[src/rtl/aes_pkg.sv]
// Shared AES definitions: block geometry, SubBytes engine states and the
// legal-lane-count check used at elaboration.
package aes_pkg;

    localparam int unsigned AES_BLOCK_W = 128;
    localparam int unsigned AES_BYTES   = 16;

    typedef enum logic [1:0] {
        IDLE  = 2'd0,
        RUN   = 2'd1,
        DRAIN = 2'd2,
        DONE  = 2'd3
    } subbytes_state_t;

    // Lane counts must divide the 16-byte state evenly into a power-of-two group.
    function automatic bit lanes_legal(input int unsigned lanes);
        return (lanes == 1) || (lanes == 2) || (lanes == 4) ||
               (lanes == 8) || (lanes == 16);
    endfunction

endpackage

[src/rtl/sbox.sv]
// Combinational AES forward S-box: one byte in, one substituted byte out.
module sbox (
    input  logic [7:0] in_byte,
    output logic [7:0] out_byte
);

    localparam logic [7:0] SBOX_LUT [256] = '{
        8'h63, 8'h7c, 8'h77, 8'h7b, 8'hf2, 8'h6b, 8'h6f, 8'hc5, 8'h30, 8'h01, 8'h67, 8'h2b, 8'hfe, 8'hd7, 8'hab, 8'h76,
        8'hca, 8'h82, 8'hc9, 8'h7d, 8'hfa, 8'h59, 8'h47, 8'hf0, 8'had, 8'hd4, 8'ha2, 8'haf, 8'h9c, 8'ha4, 8'h72, 8'hc0,
        8'hb7, 8'hfd, 8'h93, 8'h26, 8'h36, 8'h3f, 8'hf7, 8'hcc, 8'h34, 8'ha5, 8'he5, 8'hf1, 8'h71, 8'hd8, 8'h31, 8'h15,
        8'h04, 8'hc7, 8'h23, 8'hc3, 8'h18, 8'h96, 8'h05, 8'h9a, 8'h07, 8'h12, 8'h80, 8'he2, 8'heb, 8'h27, 8'hb2, 8'h75,
        8'h09, 8'h83, 8'h2c, 8'h1a, 8'h1b, 8'h6e, 8'h5a, 8'ha0, 8'h52, 8'h3b, 8'hd6, 8'hb3, 8'h29, 8'he3, 8'h2f, 8'h84,
        8'h53, 8'hd1, 8'h00, 8'hed, 8'h20, 8'hfc, 8'hb1, 8'h5b, 8'h6a, 8'hcb, 8'hbe, 8'h39, 8'h4a, 8'h4c, 8'h58, 8'hcf,
        8'hd0, 8'hef, 8'haa, 8'hfb, 8'h43, 8'h4d, 8'h33, 8'h85, 8'h45, 8'hf9, 8'h02, 8'h7f, 8'h50, 8'h3c, 8'h9f, 8'ha8,
        8'h51, 8'ha3, 8'h40, 8'h8f, 8'h92, 8'h9d, 8'h38, 8'hf5, 8'hbc, 8'hb6, 8'hda, 8'h21, 8'h10, 8'hff, 8'hf3, 8'hd2,
        8'hcd, 8'h0c, 8'h13, 8'hec, 8'h5f, 8'h97, 8'h44, 8'h17, 8'hc4, 8'ha7, 8'h7e, 8'h3d, 8'h64, 8'h5d, 8'h19, 8'h73,
        8'h60, 8'h81, 8'h4f, 8'hdc, 8'h22, 8'h2a, 8'h90, 8'h88, 8'h46, 8'hee, 8'hb8, 8'h14, 8'hde, 8'h5e, 8'h0b, 8'hdb,
        8'he0, 8'h32, 8'h3a, 8'h0a, 8'h49, 8'h06, 8'h24, 8'h5c, 8'hc2, 8'hd3, 8'hac, 8'h62, 8'h91, 8'h95, 8'he4, 8'h79,
        8'he7, 8'hc8, 8'h37, 8'h6d, 8'h8d, 8'hd5, 8'h4e, 8'ha9, 8'h6c, 8'h56, 8'hf4, 8'hea, 8'h65, 8'h7a, 8'hae, 8'h08,
        8'hba, 8'h78, 8'h25, 8'h2e, 8'h1c, 8'ha6, 8'hb4, 8'hc6, 8'he8, 8'hdd, 8'h74, 8'h1f, 8'h4b, 8'hbd, 8'h8b, 8'h8a,
        8'h70, 8'h3e, 8'hb5, 8'h66, 8'h48, 8'h03, 8'hf6, 8'h0e, 8'h61, 8'h35, 8'h57, 8'hb9, 8'h86, 8'hc1, 8'h1d, 8'h9e,
        8'he1, 8'hf8, 8'h98, 8'h11, 8'h69, 8'hd9, 8'h8e, 8'h94, 8'h9b, 8'h1e, 8'h87, 8'he9, 8'hce, 8'h55, 8'h28, 8'hdf,
        8'h8c, 8'ha1, 8'h89, 8'h0d, 8'hbf, 8'he6, 8'h42, 8'h68, 8'h41, 8'h99, 8'h2d, 8'h0f, 8'hb0, 8'h54, 8'hbb, 8'h16
    };

    assign out_byte = SBOX_LUT[in_byte];

endmodule

[src/rtl/subbytes_serial.sv]
// Byte-serial AES SubBytes engine. A 128-bit state is accepted on a
// valid/ready handshake, streamed LANES bytes per cycle through LANES sbox
// instances and reassembled into a 128-bit result held until consumed.
module subbytes_serial
    import aes_pkg::*;
#(
    parameter int unsigned LANES = 1,
    parameter int unsigned PIPE  = 0
) (
    input  logic                   clk,
    input  logic                   rst_n,
    input  logic                   in_valid,
    output logic                   in_ready,
    input  logic [AES_BLOCK_W-1:0] in_data,
    output logic                   out_valid,
    input  logic                   out_ready,
    output logic [AES_BLOCK_W-1:0] out_data,
    output logic                   busy
);

    localparam int unsigned N     = AES_BYTES / LANES;
    localparam int unsigned CNT_W = $clog2(N) + 1;
    localparam int unsigned GRP_W = 8 * LANES;
    localparam logic [CNT_W-1:0] CNT_LAST = CNT_W'(N - 1);

    generate
        if (!lanes_legal(LANES)) begin : g_bad_lanes
            $error("subbytes_serial: LANES must be 1, 2, 4, 8 or 16");
        end
        if (PIPE > 1) begin : g_bad_pipe
            $error("subbytes_serial: PIPE must be 0 or 1");
        end
    endgenerate

    subbytes_state_t        state_q;
    logic [CNT_W-1:0]       cnt_q;
    logic [AES_BLOCK_W-1:0] src_q;
    logic [AES_BLOCK_W-1:0] res_q;
    logic                   in_ready_q;
    logic                   out_valid_q;
    logic                   busy_q;

    logic                   accept;
    logic                   run_en;
    logic [GRP_W-1:0]       sub_grp;
    logic [GRP_W-1:0]       res_grp;
    logic                   res_shift;
    logic [AES_BLOCK_W-1:0] grp_top;

    assign accept = (state_q == IDLE) && in_valid;
    assign run_en = (state_q == RUN);

    // One sbox per lane, fed from the low bytes of the source register.
    for (genvar i = 0; i < LANES; i++) begin : g_lane
        sbox u_sbox (
            .in_byte  (src_q[8*i +: 8]),
            .out_byte (sub_grp[8*i +: 8])
        );
    end

    // Control FSM with registered handshake and busy outputs.
    always_ff @(posedge clk or negedge rst_n) begin
        if (!rst_n) begin
            state_q     <= IDLE;
            cnt_q       <= '0;
            in_ready_q  <= 1'b1;
            out_valid_q <= 1'b0;
            busy_q      <= 1'b0;
        end else begin
            case (state_q)
                IDLE: begin
                    if (in_valid) begin
                        state_q    <= RUN;
                        cnt_q      <= '0;
                        in_ready_q <= 1'b0;
                        busy_q     <= 1'b1;
                    end
                end
                RUN: begin
                    cnt_q <= cnt_q + CNT_W'(1);
                    if (cnt_q == CNT_LAST) begin
                        if (PIPE != 0) begin
                            state_q <= DRAIN;
                        end else begin
                            state_q     <= DONE;
                            busy_q      <= 1'b0;
                            out_valid_q <= 1'b1;
                        end
                    end
                end
                DRAIN: begin
                    state_q     <= DONE;
                    busy_q      <= 1'b0;
                    out_valid_q <= 1'b1;
                end
                DONE: begin
                    if (out_ready) begin
                        state_q     <= IDLE;
                        out_valid_q <= 1'b0;
                        in_ready_q  <= 1'b1;
                    end
                end
                default: begin
                    state_q     <= IDLE;
                    cnt_q       <= '0;
                    in_ready_q  <= 1'b1;
                    out_valid_q <= 1'b0;
                    busy_q      <= 1'b0;
                end
            endcase
        end
    end

    // Source register: loaded on accept, consumed LANES bytes per RUN cycle.
    always_ff @(posedge clk or negedge rst_n) begin
        if (!rst_n) begin
            src_q <= '0;
        end else if (accept) begin
            src_q <= in_data;
        end else if (run_en) begin
            src_q <= src_q >> GRP_W;
        end
    end

    generate
        if (PIPE != 0) begin : g_pipe
            logic [GRP_W-1:0] pipe_q;
            logic             shift_d_q;

            // Pipeline register after the sbox; the result shift trails RUN by one cycle.
            always_ff @(posedge clk or negedge rst_n) begin
                if (!rst_n) begin
                    pipe_q    <= '0;
                    shift_d_q <= 1'b0;
                end else begin
                    shift_d_q <= run_en;
                    if (run_en) begin
                        pipe_q <= sub_grp;
                    end
                end
            end

            assign res_grp   = pipe_q;
            assign res_shift = shift_d_q;
        end else begin : g_comb
            assign res_grp   = sub_grp;
            assign res_shift = run_en;
        end
    endgenerate

    // Substituted group enters at the top; a shift (not a slice) keeps LANES=16 legal.
    assign grp_top = AES_BLOCK_W'(res_grp) << (AES_BLOCK_W - GRP_W);

    // Result register: after N shifts byte i sits in position i.
    always_ff @(posedge clk or negedge rst_n) begin
        if (!rst_n) begin
            res_q <= '0;
        end else if (res_shift) begin
            res_q <= (res_q >> GRP_W) | grp_top;
        end
    end

    assign in_ready  = in_ready_q;
    assign out_valid = out_valid_q;
    assign busy      = busy_q;
    assign out_data  = res_q;

endmodule

[config.mk]
export PLATFORM = sky130hd
export DESIGN_NAME = subbytes_serial
export DESIGN_NICKNAME = d
export VERILOG_FILES = /design/src/rtl/aes_pkg.sv /design/src/rtl/sbox.sv /design/src/rtl/subbytes_serial.sv
export SDC_FILE = /design/constraint.sdc
export NUM_CORES = 1
export LEC_CHECK = 0
export BUFFER_PORTS_ARGS = -buffer_cell sky130_fd_sc_hd__buf_2
export CAP_MARGIN = 20
export CORE_MARGIN = 4
export CORE_UTILIZATION = 31
export DETAILED_ROUTE_END_ITERATION = 8
export PLACE_DENSITY = 0.57
export SLEW_MARGIN = 20
export SYNTH_ARGS = -nofsm -noshare
export SYNTH_HDL_FRONTEND = slang
export SYNTH_SLANG_ARGS = --single-unit
[constraint.sdc]
create_clock -name clk -period 7.2 [get_ports clk]
set_input_delay 1.44 -clock clk [delete_from_list [all_inputs] [get_ports clk]]
set_output_delay 1.44 -clock clk [all_outputs]
set_load 0.05 [all_outputs]
==> flow_metrics.env, run 1 <==
export IMPL_firstDrtPassIters=6
export IMPL_cts_tree="done"
export IMPL_end_kind="flop"
export IMPL_reg2reg_depth=8
export IMPL_htreeDepth=1
export IMPL_synthToLayoutAreaGrowth_pct=18.1
export IMPL_yosys_top_cells_area="dfrtp_1 (46%), mux2_2 (9.7%), mux2i_1 (9.0%), o21ai_0 (6.1%), nand2_1 (4.8%)"
export IMPL_crit_required_ns=7.66
export IMPL_setup_tns_ns=0
export IMPL_clock_latency_ns=0.58
export IMPL_synthFlopType="dfrtp_1"
export IMPL_synth_cell_types=67
export IMPL_ant_nets=0
export IMPL_dr_total_vias=12100
export IMPL_place_congestion=1.02
export IMPL_maxCapViolations=0
export IMPL_row_count=78
export IMPL_worst_setup_path_type="flop to flop"
export IMPL_hold_end="out_data[1]"
export IMPL_start_kind="flop"
export IMPL_nNetsFinal=1745
export IMPL_finalMaxSlewViolations=0
export IMPL_viasPerCell=5.48
export IMPL_io_buffers=262
export IMPL_status="complete, no violations"
export IMPL_yosys_warnings=0
export IMPL_cts_setup_buffers=0
export IMPL_grt_use_total_pct=17.5
export IMPL_fp_dieH_um=223
export IMPL_synth_top_area_share_pct=46.4
export IMPL_cp_max_fo=22
export IMPL_rsz0062_at_grt="false"
export IMPL_ios=263
export IMPL_hold_class="flop to flop"
export IMPL_drive_gt1_share_pct=29.5
export IMPL_routedWlPerCell_um=20.8
export IMPL_cts_hold_buf=0
export IMPL_cellLeakagePower_nw=7.36
export IMPL_min_path_cells=1
export IMPL_remaining_drc_errors=0
export IMPL_dieArea_um2=49600
export IMPL_worst_slack_ns=3.56
export IMPL_synth_nets=1562
export IMPL_max_freq_mhz=275
export IMPL_hold_start="out_data[1]"
export IMPL_syn_inst=1408
export IMPL_r2r_end="out_data[125]"
export IMPL_synth_edf_count=0
export IMPL_syn_area_um2=14300
export IMPL_clockBufferDepth=3
export IMPL_cp_arrival_ns=4.10
export IMPL_grt_pass1_wl_um=70500
export IMPL_first_global_vias=11800
export IMPL_drt_total_wl_um=46100
export IMPL_initial_utilization_pct=31.4
export IMPL_cts_root_buf="clkbuf_16"
export IMPL_grt_antenna_before_repair=8
export IMPL_grt_start_max_net_pins=164
export IMPL_timing_slew_headroom_pct=31.4
export IMPL_synth_top_cell_by_area="dfrtp_1"
export IMPL_clkSinkCount=266
export IMPL_r2r_setup_slack_ns=3.56
export IMPL_setup_viol=0
export IMPL_fillers=4591
export IMPL_cts_resized=0
export IMPL_dpl_cell_area_um2=15900
export IMPL_core_area_um2=45500
export IMPL_final_area_um2=16900
export IMPL_gr_total_overflow=0
export IMPL_finalHoldViolations=0
export IMPL_r2r_start="src_q[0]"
export IMPL_powerDensity_nw_per_um2=562
export IMPL_synthArstFlopShare_pct=100
export IMPL_final_min_clock_period_ns=3.64
export IMPL_die_x_um=223
export IMPL_cts_buffers=28
export IMPL_yosysSeqAreaShare_pct=46.6
export IMPL_worstMarginPinSlew_ns=1.03
export IMPL_synth_seq_cells=266
export IMPL_fin_crit_sh_pct=50.6
export IMPL_pre_cts_slack_ns=3.77
export IMPL_avgSynthCellArea_um2=10.1
export IMPL_fin_skew_ns=0.0440
export IMPL_vdd_ir_drop_max_v=0.000326
export IMPL_hpwl_um=31100
export IMPL_drt_initial_drc_count=1542
export IMPL_clk_pin_slew_ns=0.08
## synthesized netlist by cell type (4+ instances only)
| cell type | count |
|---|---|
| dfrtp_1 | 265 |
| nand2_1 | 183 |
| o21ai_0 | 173 |
| mux2i_1 | 128 |
| mux2_2 | 123 |
| clkbuf_1 | 55 |
| nor2_1 | 52 |
| a21oi_1 | 50 |
| buf_2 | 43 |
| nand3_1 | 24 |
| ha_1 | 22 |
| nand2b_1 | 22 |
| nor2b_1 | 22 |
| buf_1 | 18 |
| nor3_1 | 18 |
| o211ai_1 | 18 |
| inv_1 | 14 |
| o31ai_1 | 14 |
| a31oi_1 | 13 |
| a211oi_1 | 12 |
| o311ai_0 | 12 |
| o221ai_1 | 10 |
| mux4_2 | 9 |
| a311oi_1 | 8 |
| a2111oi_0 | 7 |
| or2_2 | 7 |
| o311a_1 | 6 |
| or3_1 | 6 |
| a211o_1 | 5 |
| a32oi_1 | 4 |
| and2_1 | 4 |
| and3_1 | 4 |
## kinds of logic (layout without fill, tap and decap cells)
group | count (synthesis) | in the layout | synth area share (%)
compound gates | 364 | 364 | 15.9
xor+xnor | 1 | 1 | 0.0613
fa+ha+maj | 22 | 22 | 1.93
buf+inv | 139 | 343 | 4.29
flops | 266 | 266 | 46.6
mux | 260 | 260 | 20.1
other cells | 0 | 2 | 0
simple gates | 356 | 356 | 11.2
## final cells by class
cell class	count	area [um2]	area share (%)
diodes	2	5.00	0.0296
flip-flops and latches	266	6660	39.5
clock buffers	41	841	4.98
inverters	17	63.8	0.378
multi-input cells	1003	7030	41.7
clock inverters	10	61.3	0.363
well taps	600	751	4.45
repair buffers	275	1460	8.67
## registers in the layout (all words and copies together) (netlist names)
name	flops
out_data	128
src_q	128
out_valid	1
in_ready	1
busy	1
cnt_q	5
state_q	2
## metal layers
metal | GRT usage [%] | wire length (um) | up-vias
li1 | - | - | 5456
met1 | 24.9 | 19700 | 5778
met2 | 25.1 | 19200 | 721
met3 | 5.06 | 5210 | 160
met4 | 6.96 | 2040 | 12
met5 | 0 | 63 | -
## where the power goes
part	internal, mW	switching (mW)
registers	2.17	0.502
clock network	0.808	0.605
logic	1.80	3.60
## critical path: stages (launching register included)
cell      delay (ns)
dfrtp_1         0.79
inv_1           0.32
ha_1            0.65
nand2b_1        0.56
nand2_1         0.16
mux4_2          0.50
a221oi_2        0.28
o32ai_1         0.11
a21oi_1         0.15
## stage by stage
step	hold WS [ns]	power (mW)	utilization [%]	std cells
final	0.501	9.48	37.1	2214
after global routing	0.530	10.0	37.1	2212
after CTS	0.503	9.43	37.0	2211
after detailed placement	0.489	7.98	35.1	2160
after global placement	0.484	7.98	35.1	2160
after floorplan	0.507	6.53	-	1408
## worst max path at each step
stage,start,endpoint,slack (ns),cells past startpoint
floorplan,src_q[1],out_data[125],4.33,11
global placement,src_q[0],out_data[125],3.75,8
detailed placement,src_q[0],out_data[125],3.77,8
CTS,src_q[0],out_data[125],3.69,8
global route,src_q[0],out_data[125],3.50,8
finish,src_q[0],out_data[125],3.56,8
## cell usage in the layout (no fill, tap or decap), types with 4 or more instances in the layout
cell / n
mux4_2: 9
o311a_1: 6
o31ai_1: 14
clkbuf_1: 5
and3_1: 4
clkbuf_8: 7
nand3_1: 24
o221ai_1: 10
clkinv_2: 7
nor3_1: 18
o311ai_0: 12
or2_2: 7
o21ai_0: 173
nor2_1: 52
dfrtp_2: 4
or3_1: 6
nand2b_1: 22
a31oi_1: 13
dfrtp_1: 261
clkbuf_16: 29
mux2i_1: 128
ha_1: 21
buf_4: 10
a2111oi_0: 7
a311oi_1: 8
a32oi_1: 4
o211ai_1: 18
buf_2: 261
inv_1: 14
a21oi_1: 50
a211oi_1: 12
a211o_1: 5
nor2b_1: 22
nand2_1: 183
mux2_2: 123
(Power assumes the default switching activity.)
==> run 2: changes to the inputs <==
--- a/config.mk
+++ b/config.mk
@@ -5,12 +5,13 @@
 export SDC_FILE = /design/constraint.sdc
 export NUM_CORES = 1
 export LEC_CHECK = 0
+export ABC_AREA = 1
 export BUFFER_PORTS_ARGS = -buffer_cell sky130_fd_sc_hd__buf_2
 export CAP_MARGIN = 20
 export CORE_MARGIN = 4
 export CORE_UTILIZATION = 31
 export DETAILED_ROUTE_END_ITERATION = 8
-export PLACE_DENSITY = 0.57
+export PLACE_DENSITY = 0.58
 export SLEW_MARGIN = 20
 export SYNTH_ARGS = -nofsm -noshare
 export SYNTH_HDL_FRONTEND = slang
==> constraint.sdc (replaced) <==
create_clock -name clk -period 3.1 [get_ports clk]
set_input_delay 0.62 -clock clk [delete_from_list [all_inputs] [get_ports clk]]
set_output_delay 0.62 -clock clk [all_outputs]
set_load 0.05 [all_outputs]
==> run 2 against run 1 <==
Against the previous run:
- register-to-register slack worse by 3.2 ns
- sequential cell count stayed put
- cell count is 23% higher
- final area is 0.56% higher
- non-clock buffer count is 24 higher
- die area is 1.4% lower
- critical endpoint is now out_data[127]
- largest power group unchanged
==> flow_metrics.env, run 2 <==
export IMPL_status="complete, no violations"
export IMPL_cp_slowest_cell="dfrtp_1"
export IMPL_cts_buffers=31
export IMPL_drt_initial_drc_count=1231
export IMPL_core_area_um2=44600
export IMPL_final_min_clock_period_ns=2.69
export IMPL_r2r_start="src_q[1]"
export IMPL_rsz0062_at_grt="false"
export IMPL_timing_slew_headroom_pct=29.0
export IMPL_synth_most_common_cell="nand2_1"
export IMPL_grt_start_max_net_pins=203
export IMPL_syn_inst=1908
export IMPL_dr_total_vias=13900
export IMPL_drive_gt1_share_pct=17.9
export IMPL_finalMaxSlewViolations=0
export IMPL_synth_edf_count=0
export IMPL_crit_path_cell_trace="inv_2, ha_1, inv_1, nand2_4, nand3_1, nand2_1, nor2_1, nor2_1, a21oi_1, nand2_1, nand2_1, nand2_1, nand2_1"
export IMPL_r2r_setup_slack_ns=0.41
export IMPL_cp_max_fo=16
export IMPL_fin_skew_ns=0.0261
export IMPL_dp_cells=2668
export IMPL_cts_root_buf="clkbuf_16"
export IMPL_worst_path_buf_inv=2
export IMPL_synth_common_cells="nand2_1 (622), o21ai_0 (326), dfrtp_1 (265)"
export IMPL_finalHoldViolations=0
export IMPL_io_buffers=262
export IMPL_row_count=77
export IMPL_hpwl_um=36200
export IMPL_ios=263
export IMPL_syn_area_um2=14100
export IMPL_worst_path_largest_cell_delay_ns=0.62
export IMPL_synth_top_area_share_pct=47.1
export IMPL_cp_arrival_ns=3.14
export IMPL_initial_utilization_pct=31.6
export IMPL_worstMarginPinSlew_ns=1.06
export IMPL_nNetsFinal=2263
export IMPL_place_congestion=1.02
export IMPL_ant_nets=0
export IMPL_synth_seq_cells=266
export IMPL_yosys_warnings=0
export IMPL_gr_total_overflow=0
export IMPL_vdd_ir_drop_max_v=0.000622
export IMPL_synth_top_cell_by_area="dfrtp_1"
export IMPL_clock_latency_ns=0.57
export IMPL_first_global_vias=13900
export IMPL_yosysSeqAreaShare_pct=47.3
export IMPL_cellLeakagePower_nw=8.96
export IMPL_reg2reg_depth=13
export IMPL_avgSynthCellArea_um2=7.38
export IMPL_drt_total_wl_um=52500
export IMPL_htreeDepth=1
export IMPL_synthFlopType="dfrtp_1"
export IMPL_final_common_cell="nand2_1"
export IMPL_path_common_cell="nand2_1"
export IMPL_dieArea_um2=48900
export IMPL_cts_tree="done"
export IMPL_yosys_top_cells_area="dfrtp_1 (47%), nand2_1 (17%), o21ai_0 (12%), nand3_1 (7.7%), inv_1 (3.7%)"
export IMPL_clkSinkCount=266
export IMPL_layout_cells_most_common_list="nand2_1 (620), o21ai_0 (326), dfrtp_1 (264), buf_2 (261), nand3_1 (217)"
export IMPL_viasPerCell=5.11
export IMPL_clockBufferDepth=3
export IMPL_hold_class="input port to async pin"
export IMPL_clk_pin_slew_ns=0.06
export IMPL_stdcell_count=2728
export IMPL_firstDrtPassIters=5
export IMPL_powerDensity_nw_per_um2=1310
export IMPL_synth_cell_types=29
export IMPL_end_kind="flop"
export IMPL_synthToLayoutAreaGrowth_pct=20.5
export IMPL_cp_top_family="simple AND/OR/NAND/NOR gates"
export IMPL_fin_crit_sh_pct=86.8
export IMPL_cts_setup_buffers=0
export IMPL_routedWlPerCell_um=19.2
export IMPL_remaining_drc_errors=0
export IMPL_grt_use_total_pct=20.6
export IMPL_fp_dieH_um=221
export IMPL_cts_resized=0
export IMPL_grt_antenna_before_repair=11
export IMPL_crit_required_ns=3.54
export IMPL_start_kind="flop"
export IMPL_r2r_end="out_data[127]"
export IMPL_worst_setup_path_type="flop to flop"
export IMPL_total_power_mw=22.2
export IMPL_maxCapViolations=0
export IMPL_synth_nets=2062
export IMPL_grt_pass1_wl_um=81600
export IMPL_synthArstFlopShare_pct=100
export IMPL_setup_tns_ns=0
export IMPL_setup_viol=0
export IMPL_cts_hold_buf=0
export IMPL_max_freq_mhz=371
export IMPL_die_x_um=221
run 2: worst reg2reg max path, stage by stage (launching register included):
cell and delay, ns:
dfrtp_1 0.62, inv_2 0.25, ha_1 0.49, inv_1 0.16, nand2_4 0.23, nand3_1 0.16, nand2_1 0.09, nor2_1 0.04
nor2_1 0.17, a21oi_1 0.09, nand2_1 0.08, nand2_1 0.06, nand2_1 0.06, nand2_1 0.06
run 2: kinds of logic after synthesis:
logic type | after synthesis | share of synthesized area [%]
AND/OR/NAND/NOR | 936 | 27.6
flip-flops | 266 | 47.3
adder cells (fa/ha/maj) | 22 | 1.95
AO/OA/AOI/OAI | 404 | 14.8
buffers and inverters | 280 | 8.37
run 2: worst max-delay path by stage:
stage | to | startpoint | cells after the start
5_1_grt | out_data[125] | src_q[1] | 11
3_5_place_dp | out_data[127] | src_q[1] | 13
2_1_floorplan | out_data[122] | src_q[1] | 13
4_1_cts | out_data[127] | src_q[1] | 13
6_report | out_data[127] | src_q[1] | 13
3_3_place_gp | out_data[124] | src_q[0] | 12
run 2: metal layers:
| layer | GRT usage [%] | share of wire (%) | vias up | wire [um] |
|---|---|---|---|---|
| met3 | 4.53 | 8.5 | 125 | 4440 |
| met4 | 6.40 | 3.2 | 18 | 1710 |
| met2 | 32.9 | 46 | 606 | 23900 |
| li1 | - | - | 6611 | - |
| met1 | 28.0 | 42 | 6569 | 22300 |
| met5 | 0 | 0.21 | - | 110 |
run 2: stage by stage:
stage	util [%]	area, um2	hold WS, ns	setup WS (ns)
floorplan	-	14100	0.324	1.03
global placement	35.7	15900	0.451	0.542
detailed placement	35.7	15900	0.458	0.481
CTS	38.0	17000	0.0618	0.449
global route	38.0	17000	0.102	0.118
finish	38.1	17000	0.0633	0.408
run 2: cell type report:
cell class / count / area (um2)
diodes: 2 / 5.00
clock buffers: 47 / 916
clock inverters: 11 / 121
fillers: 4742 / 27600
inverters: 149 / 564
multi-input cells: 1362 / 6270
flip-flops and latches: 266 / 6660
well taps: 592 / 741
repair buffers: 299 / 1700
run 2: where the power goes:
part | total [mW] | leakage [nW] | switching [mW] | internal [mW]
clock | 3.68 | 0.506 | 1.48 | 2.20
combinational | 12.6 | 5.05 | 9.34 | 3.21
sequential | 5.96 | 3.40 | 0.930 | 5.03
total | 22.2 | 8.96 | 11.7 | 10.4
==> run 3: changes to the inputs <==
--- a/config.mk
+++ b/config.mk
@@ -15,4 +15,5 @@
 export SLEW_MARGIN = 20
 export SYNTH_ARGS = -nofsm -noshare
 export SYNTH_HDL_FRONTEND = slang
+export SYNTH_HIERARCHICAL = 1
 export SYNTH_SLANG_ARGS = --single-unit
==> run 3 against run 2 <==
Against the previous run:
- clock skew decreased by 0.0093 ns
- total power increased by 7.2%
- fmax increased by 1.8%
- register-to-register slack improved by 0.05 ns
- cell count increased by 1.8%
- combinational power increased by 8%
- non-clock buffer count increased by 17
- critical path type unchanged
- highest routed layer unchanged
==> flow_metrics.env, run 3 <==
export IMPL_status="complete, no violations"
export IMPL_synth_top_cell_by_area="dfrtp_1"
export IMPL_viasPerCell=5.13
export IMPL_p_int_mw=11.3
export IMPL_r2r_end="out_data[120]"
export IMPL_drt_total_wl_um=54900
export IMPL_grt_pass1_wl_um=85200
export IMPL_synth_most_common_cell="nand2_1"
export IMPL_post_route_util_pct=37.8
export IMPL_reg2reg_depth=12
export IMPL_remaining_drc_errors=0
export IMPL_swShare_pct=52.7
export IMPL_yosysSeqAreaShare_pct=46.7
export IMPL_synth_cell_types=29
export IMPL_cts_resized=0
export IMPL_die_x_um=222
export IMPL_clock_power_share_pct=16.6
export IMPL_clkSinkCount=266
export IMPL_cp_max_fo=11
export IMPL_nNetsFinal=2309
export IMPL_firstDrtPassIters=5
export IMPL_routedWlPerCell_um=19.8
export IMPL_setup_viol=0
export IMPL_yosys_top_cells_area="dfrtp_1 (47%), nand2_1 (20%), nand3_1 (9.6%), a21oi_1 (8.1%), nor2_1 (3.9%)"
export IMPL_timing_slew_headroom_pct=49.7
export IMPL_grt_use_total_pct=21.5
export IMPL_synth_edf_count=0
export IMPL_dieArea_um2=49500
export IMPL_start_kind="flop"
export IMPL_avgSynthCellArea_um2=7.36
export IMPL_cts_tree="done"
export IMPL_final_min_clock_period_ns=2.64
export IMPL_met3WireLength_um=3710
export IMPL_drive_gt1_share_pct=18.5
export IMPL_switchingPower_mw=12.5
export IMPL_final_common_cell="nand2_1"
export IMPL_finalHoldViolations=0
export IMPL_powerDensity_nw_per_um2=1380
export IMPL_clockBufferDepth=3
export IMPL_synth_top_area_share_pct=46.5
export IMPL_max_freq_mhz=378
export IMPL_highest_layer="met5"
export IMPL_gr_total_overflow=0
export IMPL_grt_start_max_net_pins=146
export IMPL_synth_seq_cells=266
export IMPL_route_met2_wl_um=25300
export IMPL_worst_setup_path_type="flop to flop"
export IMPL_r2r_start="src_q[0]"
export IMPL_yosys_warnings=6
export IMPL_r2r_setup_slack_ns=0.46
export IMPL_setup_tns_ns=0
export IMPL_worst_slack_ns=0.456
export IMPL_rsz0062_at_grt="false"
export IMPL_clock_latency_ns=0.57
export IMPL_pre_cts_slack_ns=0.556
export IMPL_crit_required_ns=3.60
export IMPL_synthArstFlopShare_pct=100
export IMPL_initial_utilization_pct=31.4
export IMPL_finalMaxSlewViolations=0
export IMPL_vdd_ir_drop_max_v=0.000905
export IMPL_cts_root_buf="clkbuf_16"
export IMPL_synth_nets=2092
export IMPL_ios=263
export IMPL_clk_pin_slew_ns=0.06
export IMPL_cellLeakagePower_nw=9.06
export IMPL_maxCapViolations=0
export IMPL_core_area_um2=45400
export IMPL_grt_antenna_before_repair=10
export IMPL_place_congestion=1.04
export IMPL_cts_hold_buf=0
export IMPL_first_global_vias=14100
export IMPL_fin_crit_sh_pct=85.3
export IMPL_row_count=78
export IMPL_synthToLayoutAreaGrowth_pct=20.4
export IMPL_synthFlopType="dfrtp_1"
export IMPL_hold_class="input port to async pin"
export IMPL_htreeDepth=1
export IMPL_worstMarginPinSlew_ns=0.752
export IMPL_synth_common_cells="nand2_1 (757), nand3_1 (273), dfrtp_1 (265)"
export IMPL_dr_total_vias=14300
export IMPL_ant_nets=0
export IMPL_seqPwrFrac_pct=26.1
export IMPL_layout_cells_most_common_list="nand2_1 (757), nand3_1 (273), dfrtp_1 (265), buf_2 (261), a21oi_1 (230)"
export IMPL_fin_hold_ws_ns=0.0211
export IMPL_fin_skew_ns=0.0169
export IMPL_syn_inst=1938
export IMPL_m1WireLength_um=23600
export IMPL_fp_dieH_um=222
export IMPL_cts_buffers=31
export IMPL_end_kind="flop"
export IMPL_total_power_mw=23.8
export IMPL_hpwl_um=38400
export IMPL_drt_initial_drc_count=1431
export IMPL_combPwrFrac_pct=57.3
export IMPL_syn_area_um2=14300
export IMPL_cp_arrival_ns=3.14
export IMPL_cts_setup_buffers=0
export IMPL_io_buffers=262
==> run 3: final cells by class <==
cell class	count	area [um2]
clock inverter	17	253
tap	600	751
inverter	47	194
timing repair buffer	316	1860
multi-input combinational	1493	6600
clock buffer	38	852
antenna	1	2.50
fill	4909	28200
sequential	266	6660
==> run 3: cells by family after synthesis <==
kind of cell	share of synthesized area [%]
AOI/OAI and AO/OA	9.31
adders and majority gates	1.93
buffers and inverters	7.15
DFF	46.7
and+or+nand+nor	34.9
==> run 3: routing by layer <==
| layer | vias up | global-route usage, % |
|---|---|---|
| met3 | 141 | 3.87 |
| met4 | 18 | 7.62 |
| met1 | 6848 | 29.5 |
| li1 | 6721 | - |
| met5 | - | 0 |
| met2 | 528 | 34.3 |
==> run 3: worst max-delay path by stage <==
stage / start / endpoint / slack (ns)
global placement: src_q[2] / out_data[123] / 0.47
global route: src_q[2] / out_data[123] / 0.25
finish: src_q[0] / out_data[120] / 0.46
floorplan: src_q[1] / out_data[127] / 0.97
CTS: src_q[0] / out_data[120] / 0.53
detailed placement: src_q[2] / out_data[123] / 0.56
==> run 3: through the flow <==
stage,area (um2),cells
after floorplan,14300,1938
after global placement,16100,2722
after detailed placement,16100,2722
after CTS,17200,2777
after global routing,17200,2777
final,17200,2778
==> run 3: critical path, stage by stage (launching register included) <==
cell and delay [ns]:
dfrtp_1 0.56, inv_2 0.20, ha_1 0.40, inv_1 0.07, nand2_1 0.45, nand3_1 0.18
nand3_1 0.12, nand3_1 0.13, nand3_1 0.16, nand3_1 0.08, nand2_1 0.07, nand2_1 0.05
nand2_1 0.08
==> run 3: power by group through the flow <==
| stage | Sequential (mW) | Combinational (mW) | Clock, mW |
|---|---|---|---|
| floorplan | 8.08 | 7.54 | 0 |
| global placement | 6.19 | 13.6 | 0 |
| detailed placement | 6.26 | 13.5 | 0 |
| CTS | 6.21 | 13.6 | 4.05 |
| global route | 6.41 | 14.9 | 4.20 |
| finish | 6.20 | 13.6 | 3.96 |
